**src/rtl/eq_band_scheduler.sv**
```systemverilog
// Time-shares one IIR section across NUM_BANDS equalizer bands: issues each sample once per band,
// accumulates the gain-weighted results and emits one saturated output sample.
module eq_band_scheduler #(
    parameter int DATA_BIT_NUM = 16,
    parameter int NUM_BANDS    = 5,
    parameter int BAND_W       = 3,
    parameter int GAIN_BIT_NUM = 8,
    parameter int TIMEOUT      = 64
) (
    input  logic                    clk,
    input  logic                    rst,
    input  logic                    in_valid,
    output logic                    in_ready,
    input  logic [DATA_BIT_NUM-1:0] in_data,
    input  logic                    gain_we,
    input  logic [BAND_W-1:0]       gain_addr,
    input  logic [GAIN_BIT_NUM-1:0] gain_data,
    output logic                    dp_start,
    output logic [BAND_W-1:0]       dp_band,
    output logic [DATA_BIT_NUM-1:0] dp_data,
    input  logic                    dp_done,
    input  logic [DATA_BIT_NUM-1:0] dp_result,
    output logic                    out_valid,
    output logic [DATA_BIT_NUM-1:0] out_data,
    output logic                    busy,
    output logic                    err
);

    localparam int PROD_W    = DATA_BIT_NUM + GAIN_BIT_NUM + 1;
    localparam int ACC_W     = DATA_BIT_NUM + GAIN_BIT_NUM + 4;
    localparam int WD_W      = $clog2(TIMEOUT + 1);
    localparam int GAIN_FRAC = 6;
    localparam logic [GAIN_BIT_NUM-1:0] GAIN_ONE = GAIN_BIT_NUM'(1 << GAIN_FRAC);
    localparam logic signed [ACC_W-1:0] SAT_MAX =
        {{(ACC_W-DATA_BIT_NUM+1){1'b0}}, {(DATA_BIT_NUM-1){1'b1}}};
    localparam logic signed [ACC_W-1:0] SAT_MIN = ~SAT_MAX;

    typedef enum logic [1:0] {IDLE, ISSUE, WAIT, OUTPUT} state_t;

    state_t                    state, state_next;
    logic [DATA_BIT_NUM-1:0]   sample;
    logic [BAND_W-1:0]         band;
    logic signed [ACC_W-1:0]   acc;
    logic [WD_W-1:0]           wd;
    logic [GAIN_BIT_NUM-1:0]   gain [NUM_BANDS];
    logic                      ready_q;

    logic                      band_last;
    logic                      wd_expired;
    logic signed [PROD_W-1:0]  product;
    logic signed [ACC_W-1:0]   shifted;
    logic [DATA_BIT_NUM-1:0]   sat_data;

    assign band_last  = (band == BAND_W'(NUM_BANDS - 1));
    assign wd_expired = (wd == WD_W'(TIMEOUT - 1));
    // Gain is unsigned Q2.6: zero-extend before the signed multiply.
    assign product    = PROD_W'($signed(dp_result)) * PROD_W'($signed({1'b0, gain[band]}));
    assign shifted    = acc >>> GAIN_FRAC;

    always_comb begin
        if (shifted > SAT_MAX)
            sat_data = SAT_MAX[DATA_BIT_NUM-1:0];
        else if (shifted < SAT_MIN)
            sat_data = SAT_MIN[DATA_BIT_NUM-1:0];
        else
            sat_data = shifted[DATA_BIT_NUM-1:0];
    end

    assign in_ready = ready_q && (state == IDLE);
    assign busy     = (state != IDLE);
    assign dp_band  = band;
    assign dp_data  = sample;
    assign out_data = out_valid ? sat_data : '0;

    always_comb begin
        state_next = state;
        dp_start   = 1'b0;
        out_valid  = 1'b0;
        case (state)
            IDLE:   if (in_valid && in_ready) state_next = ISSUE;
            ISSUE: begin
                dp_start   = 1'b1;
                state_next = WAIT;
            end
            WAIT:   if (dp_done || wd_expired) state_next = band_last ? OUTPUT : ISSUE;
            OUTPUT: begin
                out_valid  = 1'b1;
                state_next = IDLE;
            end
            default: state_next = IDLE;
        endcase
    end

    always_ff @(posedge clk or negedge rst) begin
        if (!rst) begin
            state   <= IDLE;
            sample  <= '0;
            band    <= '0;
            acc     <= '0;
            wd      <= '0;
            err     <= 1'b0;
            ready_q <= 1'b0;
            for (int unsigned i = 0; i < NUM_BANDS; i++) gain[i] <= GAIN_ONE;
        end else begin
            state   <= state_next;
            ready_q <= 1'b1;
            if (gain_we && int'(gain_addr) < NUM_BANDS) gain[gain_addr] <= gain_data;
            case (state)
                IDLE: begin
                    if (in_valid && in_ready) begin
                        sample <= in_data;
                        acc    <= '0;
                        band   <= '0;
                    end
                end
                ISSUE: wd <= '0;
                WAIT: begin
                    wd <= wd + WD_W'(1);
                    // A result landing on the expiry cycle wins over the timeout.
                    if (dp_done)
                        acc <= acc + ACC_W'(product);
                    else if (wd_expired)
                        err <= 1'b1;
                    if ((dp_done || wd_expired) && !band_last) band <= band + BAND_W'(1);
                end
                default: ;
            endcase
        end
    end

endmodule

```
**config.mk**
```make
export PLATFORM = sky130hd
export DESIGN_NAME = eq_band_scheduler
export DESIGN_NICKNAME = d
export VERILOG_FILES = /design/src/rtl/eq_band_scheduler.sv
export SDC_FILE = /design/constraint.sdc
export NUM_CORES = 1
export LEC_CHECK = 0
export ABC_AREA = 1
export CAP_MARGIN = 20
export CORE_MARGIN = 2
export CORE_UTILIZATION = 40
export CTS_BUF_LIST = sky130_fd_sc_hd__clkbuf_8
export CTS_CLUSTER_SIZE = 8
export DETAILED_ROUTE_END_ITERATION = 12
export PLACE_DENSITY = 0.6
export REMOVE_ABC_BUFFERS = 1
export SYNTH_ARGS = -nofsm -noshare
export SYNTH_HDL_FRONTEND = slang
export SYNTH_SLANG_ARGS = --single-unit
```
**constraint.sdc**
```tcl
create_clock -name clk -period 17.05 [get_ports clk]
set_input_delay 1.705 -clock clk [delete_from_list [all_inputs] [get_ports clk]]
set_output_delay 1.705 -clock clk [all_outputs]
set_load 0.03 [all_outputs]
```
==> metrics, run 1 <==
number of clock sinks=98; grt ovf=0; Die Wd=around 170 microns; Resize count post-CTS=0; Placed Area=0.01182 sq mm; synthesized area=0.01066 sq mm; Reg2Reg Launch Point=dp_band[0]; Worst EP arrival=just over 7000 ps; min cycle time layout=between 6000 and 7000 ps; vias in the first global route=8715; via count=8748; Fin. Hold Viols=0; Crit Path Category=reg -> reg; n_diodes=0; top post-synthesis cells by count=inv_1, nand2_1, nor2_1; I/O Pins=88; Yosys warning count=0; Row Count=59; DIE HEIGHT=about 170 microns; first-pass GRT wire length=about 44000 microns; full die area=approximately 0.028 sq mm; asr flop ratio synth=between 90% and 100%; Tcrit/Tclk final=between 30% and 40%; drt via density=roughly 4.8; CP Launch Point=dp_band[0]; drt pass-1 iters=8; Critical Path RT=about 17000 ps; CP cell instances=nor3_4, inv_2, o21ai_2, inv_1, nor2_1, fa_1, inv_1, fa_1, inv_1, fa_1, fa_1, inv_1, fa_1, inv_1, ha_1, nand2_1, nor2_1, and2_1, nand3_1, nand3_1, nand2_1, nand3_1, o21ai_1; layout net count=around 1700; CTS root buffer=clkbuf_8; CTS Buf Count=9; CP Launch Type=register; Max Cap Violations=0; library cells used by synthesis=46; fillers=2692; core box area=about 0.026 sq mm; hold_buf cts=0; Max Root-Sink Buffers=2; CP max stage delay=approximately 760 ps; setup bufs post-CTS=0; Layout Cell Area excl Fill=~0.012 sq mm; Final Setup Violations=0; Hold WC Path Type=reg -> reg; IO buf count=87; instance count of the mapped netlist=1396; DR DRC count=4; initial core utilization=around 41%; Area Overhead vs Synth=12.78%; hold_sp=gain[21]; Mean Syn Cell Area=approximately 7.6 sq um; RSZ-0062 raised after global routing=false; status=finished with violations; antenna violation net count after detailed routing=0; slew margin rel.=between 30% and 40%; Total GRT Usage=between 10% and 20%; flops & latches, synth=slightly below 100; Setup Total Neg Slack=0 ps; Post-synth EDFFs=0; clock latency at the later pin of the worst-skew pair=410 ps; Worst-path clk slew=110 ps; hpwl dp=roughly 21000 microns; Yosys top cell by area=fa_1; CP Max Fanout=29; share of the synthesized area in the top cell type=between 20% and 30%; largest net degree at the start of global routing=just over 60; TritonCTS clock tree=done; most instantiated library cell after synthesis=inv_1; achievable clock frequency=around 0.15 GHz; routability cong.=about 0.94; Slew Viols, Final=0; CTS H-tree depth=3; clock skew=between 30 and 40 ps; initial antenna violation count=0; DRT iter0 DRCs=about 560; DRT Wirelength=roughly 26000 microns; share of cells above drive strength 1=5.017%; failing checks=DRC; slowest CP cell=dfrtp_1; Routed wire per std cell=between 10 and 15 microns; Top FF cell, synth=dfrtp_1; worst slew pin tran=981.6 ps; synth top area cells=fa_1, dfrtp_1, inv_1; crit end category=register; sequential share of the synthesized area=a little under a quarter
[placed cells by master, fill, tap and decap left out, drive strengths merged]
cell type	synthesis	layout
a21boi	1	1
a21o	2	2
a21oi	51	51
a22o	2	2
a31o	2	2
a32o	1	1
and2	2	2
and3	2	2
buf	19	2
clkbuf	6	9
clkdlybuf4s50	0	86
clkinv	0	4
conb	1	1
dfrtp	93	93
dfstp	5	5
fa	128	128
ha	69	69
inv	353	356
mux2	16	16
nand2	345	345
nand3	58	58
nand3b	1	1
nand4	6	6
nor2	133	133
nor3	10	10
nor4	2	2
o21ai	77	77
o21bai	1	1
o22ai	4	4
o41ai	1	1
xnor2	2	2
xor2	3	3
[final timing paths]
kind                       slack (ps)        to  cells after the start
min reg2reg                       500  gain[21]                      2
min                               500  gain[21]                      2
min in group asynchronous        1290   acc[15]                      1
max reg2reg                     10260   acc[21]                     23
max                             10260   acc[21]                     23
max in group asynchronous       14560       err                      2
[kinds of logic after synthesis]
kind of cell	after synthesis	synth area share, %
simple gates	559	21.38
other cells	1	0.03517
xor+xnor	5	0.4108
fa+ha+maj	197	32.13
mux	16	1.690
compound gates	142	7.499
buf+inv	378	13.79
flops	98	23.06
[stage by stage]
stage          hold slack, ps  setup slack (ps)  instances  utilization (%)
5_1_grt                 503.6              9841       1810            46.01
3_5_place_dp            455.1             10140       1794            45.23
6_report                495.9             10260       1810            46.01
2_1_floorplan           448.8             11050       1371                -
4_1_cts                 493.3             10240       1810            46.01
3_3_place_gp            464.0             10160       1794            45.23
[state kept, by name, indices dropped and copies added, names as in the netlist]
name and flops:
state 2, dp_data 16, dp_band 3, acc 28
err 1, gain 40, ready_q 1, wd 7
[area by class of cell]
class	count	area, sq um	area share [%]
clock buffers	9	123.9	1.030
clock inverters	7	81.33	0.6764
inverters	353	1333	11.08
multi-input cells	920	6733	55.99
flip-flops and latches	98	2459	20.45
well taps	335	419.2	3.486
repair buffers	88	875.8	7.284
[worst max-delay path, delay by kind of cell (launching register included)]
| family | cells | cell delay [ps] |
|---|---|---|
| adder cells (fa/ha/maj) | 6 | 2790 |
| AO/OA/AOI/OAI | 2 | 670 |
| flip-flops | 1 | 760 |
| buffers and inverters | 6 | 740 |
| AND/OR/NAND/NOR | 9 | 1670 |
[per-layer routing]
| metal | wire [microns] | track usage [%] | vias to the layer above |
|---|---|---|---|
| met3 | 1384 | 3.663 | 26 |
| met5 | 0 | 0 | - |
| met1 | 12370 | 27.56 | 4206 |
| li1 | - | - | 4308 |
| met4 | 512 | 5.293 | 0 |
| met2 | 12160 | 31.75 | 208 |
Power of run 1 is not shown: default switching activity piles up to over one toggle a cycle in this logic, so the estimate is an artifact.
==> inputs of run 2 (changes only) <==
==> constraint.sdc (replaced) <==
create_clock -name clk -period 6.5 [get_ports clk]
set_input_delay 0.65 -clock clk [delete_from_list [all_inputs] [get_ports clk]]
set_output_delay 0.65 -clock clk [all_outputs]
set_load 0.03 [all_outputs]
==> run 2 against run 1 <==
The flow still finishes with violations (DRC); utilization is 0.17 points higher; final cell count is 0.28% higher; non-clock buffer count grew 5; fmax grew 13%; die area did not move; flip-flop and latch count stayed put; critical path depth rose by 3; global-route usage decreased by 0.15 points; via count decreased by 0.21%; routed wire length up 0.33%; critical path type unchanged; critical endpoint is now acc[22].
==> metrics, run 2 (synthesis gave the netlist of run 1 again) <==
Finished Layout Cells=1815 (+0.28%); slew margin rel.=40.34% (+5.8 points); number of clock sinks=98 (unchanged); clock skew=26.60 ps (-9.815 ps); fillers=2703 (+0.41%); DRT iter0 DRCs=466 (-16%); antenna violation net count after detailed routing=0 (unchanged); clock latency at the later pin of the worst-skew pair=390 ps (-20 ps); CP max stage delay=530 ps (-230 ps); r2r setup slk=510 ps (-9750 ps); setup ws final=512.7 ps (-9748 ps); share of cells above drive strength 1=5.541% (+0.52 points); TritonCTS clock tree=done; layout net count=1720 (+0.29%); Area Overhead vs Synth=13.19%; CTS Buf Count=9 (unchanged); Routed wire per std cell=14.61 microns (about the same); Hold WC Path Type=in -> async; status=finished with violations; Critical Path RT=6760 ps (-10560 ps); Fin. Hold Viols=0 (unchanged); failing checks=DRC; dpl cells=1799 (+0.28%); commonest non-fill, non-tap cell in the layout=inv_1; commonest cells after routing, fill and taps aside=inv_1, nand2_1, fa_1; achievable clock frequency=0.1670 GHz (+13%); Setup Total Neg Slack=0 ps (unchanged); DR DRC count=4 (unchanged); hpwl dp=21670 microns (+1.7%); routability cong.=0.9010 (-4.2%); setup bufs post-CTS=0 (unchanged); Worst-path clk slew=120 ps (about the same); Die Wd=167.3 microns (unchanged); initial core utilization=40.80% (unchanged); Tcrit/Tclk final=92.11% (+52 points); pre-CTS WS=518.4 ps (-9621 ps); Max Root-Sink Buffers=2 (unchanged); Biggest register=gain; Reg2Reg Launch Point=dp_band[0]; via count=8730 (-0.21%); slowest CP cell=fa_1; n_diodes=0 (unchanged); Max Cap Violations=0 (unchanged); DIE HEIGHT=167.3 microns (unchanged); drt pass-1 iters=9 (+1); max reg flops=40 (unchanged); Final Setup Violations=0 (unchanged); Crit Path Category=reg -> reg; Slew Viols, Final=0 (unchanged); worst r2r dst=acc[22]; r2r worst-path depth=26 (+13%); largest net degree at the start of global routing=64 (+3.2%); worst slew pin tran=894.9 ps (-86.77 ps); CTS H-tree depth=3 (unchanged); min cycle time layout=5987 ps (-802.0 ps); hold_buf cts=0 (unchanged); core box area=0.02613 sq mm (unchanged); IO buf count=87 (unchanged); CTS root buffer=clkbuf_8; fin util=46.18% (+0.17 points); CP Launch Type=register; full die area=0.02798 sq mm (unchanged); first-pass GRT wire length=43900 microns (-0.49%); RSZ-0062 raised after global routing=false; crit end category=register; grt ovf=0 (unchanged); Worst EP arrival=6240 ps (-810 ps); I/O Pins=88 (unchanged); drt via density=4.810 (-0.48%); initial antenna violation count=0 (unchanged); vias in the first global route=8672 (-0.49%); Total GRT Usage=19.60% (-0.15 points); CP Max Fanout=13 (-55%); most frequent CP cell=fa_1; Row Count=59 (unchanged); DRT Wirelength=26510 microns (+0.33%)
run 2: layout make-up:
class                   count  area, sq um  share of cell area, %
clock inverters             7        78.83                 0.6532
multi-input cells         920         6738                  55.83
clock buffers               9        123.9                  1.026
inverters                 353         1336                  11.07
flip-flops and latches     98         2459                  20.37
well taps                 335        419.2                  3.473
repair buffers             93        913.4                  7.569
run 2: timing repair:
action | 4_1_cts | 5_1_grt
resized for setup | 0 | 3
setup endpoints to repair | 0 | 1
endpoints found under the hold margin | 0 | 0
run 2: critical path: cells and delay by family (launching register included):
kind / cells / cell delay (ps)
flip-flops: 1 / 520
AO/OA/AOI/OAI: 3 / 240
AND/OR/NAND/NOR: 11 / 1390
buffers and inverters: 6 / 830
adder cells (fa/ha/maj): 6 / 2860
run 2: metrics by stage:
stage / area [sq um] / hold WS, ps
2_1_floorplan: 10520 / 354.4
3_3_place_gp: 11860 / 463.8
3_5_place_dp: 11860 / 468.2
4_1_cts: 12060 / 203.7
5_1_grt: 12070 / 218.6
6_report: 12070 / 208.1
run 2: worst max path at each step:
stage	start	end	slack, ps	cells after the start
3_5_place_dp	dp_result[15]	acc[22]	520	22
5_1_grt	dp_band[0]	acc[22]	10	26
3_3_place_gp	dp_result[15]	acc[22]	550	22
2_1_floorplan	dp_band[0]	acc[27]	670	24
6_report	dp_band[0]	acc[22]	510	26
4_1_cts	dp_band[0]	acc[22]	500	26
run 2: per-layer routing:
layer  vias up  GRT usage, %  wire length [microns]
li1       4325             -                      -
met1      4210         26.75                  12280
met2       172         32.46                  12590
met3        23         3.498                   1190
met4         0         4.953                    449
met5         -             0                      0
Power of run 2 is left out for the same reason.
==> variant (settings of run 2) <==
The parameter `GAIN_BIT_NUM` goes from 8 to 9.
--- a/src/rtl/eq_band_scheduler.sv
+++ b/src/rtl/eq_band_scheduler.sv
@@ -5,5 +5,5 @@
     parameter int NUM_BANDS    = 5,
     parameter int BAND_W       = 3,
-    parameter int GAIN_BIT_NUM = 8,
+    parameter int GAIN_BIT_NUM = 9,
     parameter int TIMEOUT      = 64
 ) (
Ports: changed (resized gain_data); port bits go from 88 to 89. No check against the original RTL was run, so the function may have changed too.
==> variant against run 2 <==
- final cell count rose by 11%
- highest routed layer unchanged
- synthesized area is 11% higher
- routed wire length up 16%
- design area up 11%
- sequential cell count is 6 higher
- critical endpoint is now acc[26]
- setup slack worse by 0.11 ns
- first-iteration DRC count is 2.1% higher
- synthesized cell count is 10% higher
Power is left out: the tool's default activity adds up to more than one toggle a clock period on the data nets, which glitch-free logic cannot reach.
==> variant: results (changes against run 2) <==
Worst EP arrival=6.41 ns (+0.17 ns); Buffers, non-clock=105 (+13%); post-synthesis compound-gate area fraction=0.0747 (-0.000334); adder-cell share of the synthesized area=0.342 (+0.0204); status=complete, no violations; first-pass GRT wire length=50,700 microns (+15%); gp weighted congestion=0.907 (+0.63%); share of layout cells above drive strength 1=0.0533 (-0.00206); placed cell area=13,100 sq um (+11%); Post-Syn Area=11,800 sq um (+11%); mux cell area share after synthesis=0.0152 (-0.00169); top cells by area, synth=fa_1 (26%), dfrtp_1 (21%), inv_1 (13%), nand2_1 (12%), ha_1 (7.8%); initial drt markers=476 (+2.1%); clk_lat worst skew=0.41 ns (+0.02 ns); Synth Area in XOR/XNOR=0.00591 (+0.00181); buffers added on ports=88 (+1.1%); fraction of area in registers=0.194 (-0.00927); Seq/Total Area, Yosys=0.220 (-0.0104); number of global-route vias before repair=9,648 (+11%); max reg flops=45 (+13%); slowest stage delay, CP=0.62 ns (+0.09 ns); CP max FO=19 (+6); Synth cell types=43 (-6.5%); r2r setup slk=0.40 ns (-0.11 ns); nets@finish=1,905 (+11%)
==> variant: cell count changes in the layout (fill, tap and decap cells not counted), sizes merged, moves of 6 or more <==
cell   delta
fa       +28
inv      +61
nor2     -21
dfrtp     +6
nand2    +29
o21ai    +10
a21oi     +6
nand4     +6
buf      +11
==> variant: metrics by stage <==
step | setup slack (ns) | instances | setup TNS (ns) | util | hold slack (ns)
2_1_floorplan | 0.259 | 1510 | 0 | - | 0.354
3_3_place_gp | 0.306 | 2000 | 0 | 0.447 | 0.457
3_5_place_dp | 0.266 | 2000 | 0 | 0.447 | 0.471
4_1_cts | 0.394 | 2016 | 0 | 0.454 | 0.298
5_1_grt | -0.00488 | 2021 | -0.00488 | 0.456 | 0.324
6_report | 0.400 | 2021 | 0 | 0.456 | 0.270
==> variant: layer usage <==
layer	GRT usage	part of all wire	up-vias
met3	0.0252	0.035	35
met1	0.308	0.49	4648
met4	0.0482	0.018	0
met2	0.331	0.46	181
met5	0	0	-
li1	-	-	4723
